## config.mk

```make
export PLATFORM = sky130hd
export DESIGN_NAME = instr_fetch_feeder
export DESIGN_NICKNAME = d
export VERILOG_FILES = /design/src/rtl/instr_fetch_feeder.sv
export SDC_FILE = /design/constraint.sdc
export NUM_CORES = 1
export LEC_CHECK = 0
export CORE_ASPECT_RATIO = 1.1
export CORE_MARGIN = 4
export CORE_UTILIZATION = 55
export DETAILED_ROUTE_END_ITERATION = 16
export GPL_ROUTABILITY_DRIVEN = 1
export PLACE_DENSITY = 0.77
export SYNTH_ARGS = -nofsm -noshare
export SYNTH_HDL_FRONTEND = slang
export SYNTH_SLANG_ARGS = --single-unit
export TNS_END_PERCENT = 30
```

## constraint.sdc

```tcl
create_clock -name clk -period 10.71 [get_ports clk]
set_clock_uncertainty 0.1 [all_clocks]
set_input_delay 3.213 -clock clk [delete_from_list [all_inputs] [get_ports clk]]
set_output_delay 3.213 -clock clk [all_outputs]
set_load 0.01 [all_outputs]
```

## src/rtl/instr_fetch_feeder.sv

```systemverilog
// ============================================================================
// Module      : instr_fetch_feeder
// Description : Fetches program-order words from a synchronous instruction
//               memory into a small FIFO. It presents the two oldest words to
//               the dual-issue scheduler and retires them according to the
//               freeze signals. Optional macro: FETCH_HALT_ON_ZERO_EN.
// Revision    : 1.0 - initial release
// ============================================================================
`default_nettype none

module instr_fetch_feeder #(
    parameter int DEPTH    = 8,
    parameter int IMEM_AW  = 10,
    parameter int RESET_PC = 0
) (
    input  logic               clk,
    input  logic               rst,
    input  logic               en,
    output logic               imem_req,
    output logic [IMEM_AW-1:0] imem_addr,
    input  logic [31:0]        imem_rdata,
    input  logic               freeze1,
    input  logic               freeze2,
    input  logic               redirect,
    input  logic [IMEM_AW-1:0] redirect_pc,
    output logic [31:0]        instruction0,
    output logic [31:0]        instruction1,
    output logic               nothing_filled
);

    localparam int AW = $clog2(DEPTH);
    localparam int CW = AW + 1;

    typedef enum logic [1:0] {
        S_FETCH = 2'd0,
        S_STALL = 2'd1
`ifdef FETCH_HALT_ON_ZERO_EN
        , S_HALT = 2'd2
`endif
    } state_t;

    logic [31:0]        r_mem [DEPTH];
    logic [IMEM_AW-1:0] r_pc;
    logic [AW-1:0]      r_rd_ptr;
    logic [AW-1:0]      r_wr_ptr;
    logic [CW-1:0]      r_count;
    logic               r_inflight;
    state_t             r_state;

    state_t             w_state_next;
    logic [1:0]         w_pop_raw;
    logic [CW-1:0]      w_pop;
    logic [CW:0]        w_occ;
    logic               w_space;
    logic               w_push;
    logic               w_can_fetch;
    logic               w_req;
    logic [AW-1:0]      w_rd1_ptr;

    // In-order issue: slot 1 can only retire if slot 0 retires too.
    always_comb begin
        w_pop_raw = 2'd2;
        if (freeze1) begin
            w_pop_raw = 2'd0;
        end else if (freeze2) begin
            w_pop_raw = 2'd1;
        end
        w_pop = {{(CW-2){1'b0}}, w_pop_raw};
        if (w_pop > r_count) begin
            w_pop = r_count;
        end
    end

`ifdef FETCH_HALT_ON_ZERO_EN
    logic w_halt_hit;
    assign w_halt_hit = r_inflight && (imem_rdata == 32'd0);
    assign w_push     = r_inflight && (imem_rdata != 32'd0);
`else
    assign w_push     = r_inflight;
`endif

    // Occupancy once this cycle's push/pop settle; a new request needs a free slot.
    assign w_occ   = {1'b0, r_count} + {{CW{1'b0}}, r_inflight} - {1'b0, w_pop};
    assign w_space = (w_occ < (CW+1)'(DEPTH));

    always_comb begin
        w_state_next = r_state;
        w_can_fetch  = 1'b0;
        case (r_state)
            S_FETCH, S_STALL: begin
`ifdef FETCH_HALT_ON_ZERO_EN
                w_can_fetch = w_space && !w_halt_hit;
                if (w_halt_hit) begin
                    w_state_next = S_HALT;
                end else
`else
                w_can_fetch = w_space;
`endif
                if (w_space) begin
                    w_state_next = S_FETCH;
                end else begin
                    w_state_next = S_STALL;
                end
            end
`ifdef FETCH_HALT_ON_ZERO_EN
            S_HALT: begin
                w_state_next = S_HALT;
            end
`endif
            default: begin
                w_state_next = S_FETCH;
            end
        endcase
    end

    assign w_req     = en && !rst && !redirect && w_can_fetch;
    assign imem_req  = w_req;
    assign imem_addr = r_pc;

    always_ff @(posedge clk) begin
        if (rst) begin
            r_pc       <= IMEM_AW'(RESET_PC);
            r_rd_ptr   <= '0;
            r_wr_ptr   <= '0;
            r_count    <= '0;
            r_inflight <= 1'b0;
            r_state    <= S_FETCH;
        end else if (en) begin
            if (redirect) begin
                r_pc       <= redirect_pc;
                r_rd_ptr   <= '0;
                r_wr_ptr   <= '0;
                r_count    <= '0;
                r_inflight <= 1'b0;
                r_state    <= S_FETCH;
            end else begin
                r_state    <= w_state_next;
                r_inflight <= w_req;
                if (w_req) begin
                    r_pc <= r_pc + IMEM_AW'(1);
                end
                r_rd_ptr <= r_rd_ptr + w_pop[AW-1:0];
                if (w_push) begin
                    r_wr_ptr <= r_wr_ptr + AW'(1);
                end
                r_count <= r_count + {{(CW-1){1'b0}}, w_push} - w_pop;
            end
        end
    end

    always_ff @(posedge clk) begin
        if (!rst && en && !redirect && w_push) begin
            r_mem[r_wr_ptr] <= imem_rdata;
        end
    end

    assign w_rd1_ptr      = r_rd_ptr + AW'(1);
    assign instruction0   = (r_count != '0) ? r_mem[r_rd_ptr] : 32'd0;
    assign instruction1   = (r_count > CW'(1)) ? r_mem[w_rd1_ptr] : 32'd0;
    assign nothing_filled = (r_count == '0);

endmodule

`default_nettype wire

```

# Yosys cells after proc, flatten, opt, wreduce, memory -nomap -nowiden
# Memory sizes are Yosys's and may differ from the RTL's. A register that Yosys moved wholly into a read port is not among the register bits.
# Cells that the tools add are included.
# classes
addsub,8
magnitude_cmp,3
eq_ne,1
mux,20
n_reduce_logical,14
# ops
op,n
32-bit 2-to-1 mux,2
10-bit 2-to-1 mux,2
3-bit 2-to-1 mux,5
"10-bit by 1-bit adder with 10-bit output, second input constant",1
2-bit 2-to-1 mux,4
4-bit 2-to-1 mux,2
"3-bit by 1-bit adder with 3-bit output, second input constant",2
4-bit by 1-bit adder with 5-bit output,1
"5-bit by 4-bit less-than comparator with 1-bit output, second input constant",1
1-bit 2-to-1 mux,5
5-bit by 4-bit subtractor with 5-bit output,1
4-bit by 1-bit adder with 4-bit output,1
2-bit by 4-bit greater-than comparator with 1-bit output,1
"4-bit by 1-bit greater-than comparator with 1-bit output, second input constant",1
1-bit logical AND,4
4-bit zero test,1
2-bit AND reduction,2
2-bit nonzero test,2
4-bit nonzero test,1
4-bit subtractor,1
3-bit adder,1
"2-bit by 1-bit == test with 1-bit output, second input constant",1
1-bit zero test,2
2-bit zero test,1
2-bit OR reduction,1
# totals
ff_bits,23
ramBits,256
in_bits,48
elab_cells,53
memories,1
# memory_table
memory,words,word_bits,read_ports,rd_ports_with_merged_regs,write_ports,line_no,text
r_mem,8,32,2,1,1,42,logic [31:0] r_mem [DEPTH];

# Longest topological paths before layout
# Gate-level depths: netlist of run 1.
# depth
depth_word,10
mapped_depth,16
mapped_depth_nobuf,16

# Worst setup path after synthesis of run 1
# OpenSTA, ideal clock, no wires.
# synth_timing
path_type,input-to-output
startpoint,in freeze1
endpoint,out imem_req
t_arrival_ns,6.103
required_time_ns,7.397
slack_ns,1.294
path_stages,16
n_path_buf,0
path_cell_list,nor2_1 ha_1 nor2b_4 o211ai_4 mux2i_1 ha_1 inv_1 ha_1 inv_1 fa_1 nand2b_2 a21oi_2 a211o_2 nand3b_4 or3_4 inv_1
# synth_between
elab_chain_cells,7
# synth_rtl
item,line_no,text
"start, declared",22,"input logic freeze1,"
2-bit 2-to-1 mux (*),63,if (freeze1) begin
2-bit by 4-bit greater-than comparator with 1-bit output,69,if (w_pop > r_count) begin
4-bit 2-to-1 mux (*),69,
5-bit by 4-bit subtractor with 5-bit output (*),83,"assign w_occ = {1'b0, r_count} + {{CW{1'b0}}, r_inflight} - {1'b0, w_pop};"
5-bit by 4-bit less-than comparator with 1-bit output (*),84,assign w_space = (w_occ < (CW+1)'(DEPTH));
1-bit 2-to-1 mux (*),89,case (r_state)
1-bit logical AND (*),116,assign w_req = en && !rst && !redirect && w_can_fetch;
"end, declared",19,"output logic imem_req,"
# Mark *: on every way between the ends. The rest lies on a longest branch, timed or not.

# Worst setup path in the final report of run 1
# layout_timing
startpoint,in freeze2
endpoint,out imem_req
# layout_between
elab_chain_cells,8
# layout_rtl
item,line_no,text
"start, declared",23,"input logic freeze2,"
2-bit 2-to-1 mux (*),65,end else if (freeze2) begin
2-bit 2-to-1 mux (*),63,
2-bit by 4-bit greater-than comparator with 1-bit output,69,
4-bit 2-to-1 mux (*),69,
5-bit by 4-bit subtractor with 5-bit output (*),83,
5-bit by 4-bit less-than comparator with 1-bit output (*),84,
1-bit 2-to-1 mux (*),89,
1-bit logical AND (*),116,
# Marked as above.

==> impl_metrics.csv, run 1 <==
group,metric,value,unit
status,outcome,"finished clean",
clocking,clockBufferDepth,3,
timing,final-hold-violation-count,0,
detailed_routing,drt_wl_total,30.5,mm
detailed_routing,routed_via_density,6.36,
timing,worstMarginPinSlew,0.979,ns
worst_setup_path,path_cells,"clkdlybuf4s50_1 -> nor2_2 -> ha_1 -> nor2b_4 -> o211ai_4 -> mux2i_2 -> ha_1 -> inv_1 -> ha_1 -> inv_1 -> fa_1 -> nand2b_2 -> a21oi_2 -> a211o_2 -> nand3b_4 -> or3_4 -> inv_1 -> dlymetal6s2s_1",
worst_setup_path,critPathSlowestCell,"clkdlybuf4s50_1",
min_path,holdCritStartpoint,"imem_addr[9]",
grt,grt_overflow,0,
worst_setup_path,worstPathRequired,7.40,ns
clocking,clk_pin_slew,0.06,ns
logic_synthesis,synth_ff_type,"edfxtp_1",
power_and_ir_drop,switching_share,0.229,
clocking,htree_levels,1,
run,drv_cap,0,
layout,final_cell_mix,"edfxtp_1, mux4_2, clkdlybuf4s50_1, nand2_1, nor2_1",
detailed_routing,drc,0,
timing,finalSetupViolations,0,
power_and_ir_drop,power_frac_comb,0.131,
floorplanning,die_y,171,µm
worst_setup_path,crit_path_start,"freeze2",
timing,post-route-period-util,0.949,
floorplanning,start_util,0.560,
logic_synthesis,synth_edf_count,256,
logic_synthesis,yosysSeqAreaShare,0.615,
detailed_routing,firstDrtPassIters,5,
logic_synthesis,synth_top_area_frac,0.579,
min_path,whs_endpoint,"imem_addr[9]",
timing,achievable-frequency,98.4,MHz
worst_setup_path,crit_buf_inv,5,
grt,grt_max_degree,57,
floorplanning,dieArea,26700,µm²
detailed_routing,first_iter_violations,594,
clocking,cts_made_buffers,28,
logic_synthesis,synth_area_leaders,"edfxtp_1, mux4_2, dfxtp_1, nand2_1, mux2i_1",
logic_synthesis,syn_avg_cell_area,16.6,µm²
worst_setup_path,worst_setup_path_start_kind,"input pin",
floorplanning,io_pins,124,
detailed_routing,num_vias,7956,
worst_setup_path,critPathMaxStageDelay,0.49,ns
worst_setup_path,r2r-end,"imem_addr[3]",
clocking,clock-sinks,280,
floorplanning,row_count,59,
timing,final_max_slew_viol_count,0,
grt,antenna_found_initial,3,
power_and_ir_drop,p_clk_frac,0.377,
logic_synthesis,syn-instance-count,801,
logic_synthesis,synth_nets,865,
layout,stdcell_count,1250,
place,hpwl,17.1,mm
place,io_buffer_count,123,
layout,drive_gt1_frac,0.232,
clocking,cts_tree,"done",
layout,area.growth.synth_to_final,19.1,%
place,place_congestion,0.779,
power_and_ir_drop,intPower,1.90,mW
min_path,whs_path_depth,1,
power_and_ir_drop,power_frac_seq,0.492,
min_path,hold_path_class,"flop to flop",
floorplanning,die_w,156,µm
logic_synthesis,synthArstFlopShare,0,
layout,nets,985,
logic_synthesis,synth_cell_type_count,52,
clocking,cts_hold_buf,0,
worst_setup_path,cp.depth,18,
logic_synthesis,yosys.area.top_type,"edfxtp_1",
worst_setup_path,reg2reg_depth,17,
clocking,root_buffer,"clkbuf_16",
timing,layout_min_cycle_time,10.16,ns
worst_setup_path,path_max_fanout,8,
worst_setup_path,rr_startpoint,"r_count[1]",
detailed_routing,avgRoutedWirePerCell,24.4,µm
grt,grt_pass1_wl,46.9,mm
place,dp_cells,1193,
layout,fillCellCount,1620,
worst_setup_path,reg2reg_slack,6.63,ns
timing,setup-tns-final,0,ns
logic_synthesis,yosys_warnings,0,
worst_setup_path,worstSetupPathType,"input pin to output pin",
grt,gr-usage-all-layers,0.229,
worst_setup_path,crit_path_end_kind,"output pin",
power_and_ir_drop,power.leakage,4.89,nW
floorplanning,coreArea,23700,µm²
detailed_routing,ant_nets,0,
timing,slew_headroom,0.347,
worst_setup_path,cp.arrival,6.85,ns
timing,rsz0062_at_grt,"no",
power_and_ir_drop,powerDensity,156,nW/µm²
grt,grt_pass1_vias,8240,
worst_setup_path,cp_top_family,"adder cells",
logic_synthesis,syn_area,13300,µm²
clocking,clock_latency,0.53,ns
logic_synthesis,synth-seq-cells,280,
power_and_ir_drop,ir_drop,0.130,mV
power_and_ir_drop,p_switching,563,µW
layout,final_common_cell,"edfxtp_1",
## worst max-delay path by stage
stage / to / slack, ns
4_1_cts: imem_req / 0.14
5_1_grt: imem_req / 0.37
3_3_place_gp: imem_req / 0.19
3_5_place_dp: imem_req / 0.15
6_report: imem_req / 0.55
2_1_floorplan: imem_req / 1.29
## worst register-to-register path: stages, from the launching register on
cell and delay, ns:
dfxtp_1 0.43, inv_1 0.11, ha_1 0.33, nor2b_4 0.15, o211ai_4 0.22, mux2i_2 0.28, ha_1 0.26, inv_1 0.05
ha_1 0.15, inv_1 0.06, fa_1 0.42, nand2b_2 0.20, a21oi_2 0.16, a211o_2 0.15, buf_4 0.11, nand4b_2 0.25
nor2_1 0.20, mux2_2 0.34
## Yosys cell counts, types with 3 or more instances
cell	n
nor3_1	5
mux2_2	3
edfxtp_1	256
buf_1	4
o211ai_1	3
mux2i_1	33
dfxtp_1	24
o21ai_0	5
xor2_1	3
ha_1	14
mux4_2	128
and3_1	3
a21oi_1	47
nand2b_1	4
buf_2	27
clkbuf_1	19
a311oi_1	3
inv_1	15
nor2_1	67
or3_1	4
nand2_1	92
nand3_1	5
a22oi_1	3
## power by group through the flow
stage / Combinational [mW] / Clock, mW / Sequential (mW)
after CTS: 0.322 / 0.940 / 1.21
after detailed placement: 0.319 / 0 / 1.23
after floorplan: 0.176 / 0 / 1.23
after global placement: 0.316 / 0 / 1.23
after global routing: 0.348 / 0.983 / 1.21
final: 0.324 / 0.928 / 1.21
## per-stage QoR
stage | util | total power [mW] | hold slack [ns] | cell area [µm²] | setup WS (ns)
after global placement | 0.629 | 1.55 | 0.415 | 14900 | 0.189
final | 0.667 | 2.46 | 0.437 | 15800 | 0.548
after detailed placement | 0.629 | 1.55 | 0.430 | 14900 | 0.151
after global routing | 0.667 | 2.54 | 0.448 | 15800 | 0.366
after floorplan | - | 1.40 | 0.383 | 13300 | 1.29
after CTS | 0.666 | 2.47 | 0.439 | 15800 | 0.136
## timing repair
action	4_1_cts	5_1_grt
buffers inserted	0	3
setup endpoints to repair	0	1
gates resized for setup	0	3
## metal layers
metal,GRT usage,vias up,part of all wire
met5,0,-,0.00036
met4,0.0551,2,0.023
met3,0.0374,51,0.081
met2,0.391,372,0.50
met1,0.314,4094,0.39
li1,-,3437,-
## area by class of cell
type,count,area [µm²],share of cell area
Multi-Input combinational cell,453,4920,0.311
Antenna cell,2,5.00,0.000317
Sequential cell,280,8180,0.517
Clock inverter,18,136,0.00863
Timing Repair Buffer,143,1380,0.0875
Clock buffer,34,744,0.0471
Inverter,15,56.3,0.00356
Tap cell,305,382,0.0241
## kinds of logic (layout without fill, tap and decap cells)
family	count (synthesis)	in the layout	synth area share
XOR/XNOR	4	4	0.00264
other	0	2	0
buffers and inverters	68	210	0.0224
AND/OR/NAND/NOR	195	195	0.0642
AO/OA/AOI/OAI	74	74	0.0348
flip-flops	280	280	0.615
adder cells (fa/ha/maj)	16	16	0.0162
multiplexers	164	164	0.245
## flip-flops by register name, summed over array words and instances (netlist names), named ones only
signal,count
r_mem,256
imem_addr,10
r_count,4
r_rd_ptr,3
r_wr_ptr,3
r_inflight,1
Note: power is estimated with default switching activity, not from simulation.
==> inputs of run 2 (changes only) <==
Settings changed: CAP_MARGIN set to 5, SKIP_CTS_REPAIR_TIMING set to 1.
==> results of run 2 <==
The final DEF is identical to that of run 1; final timing and power are the same.
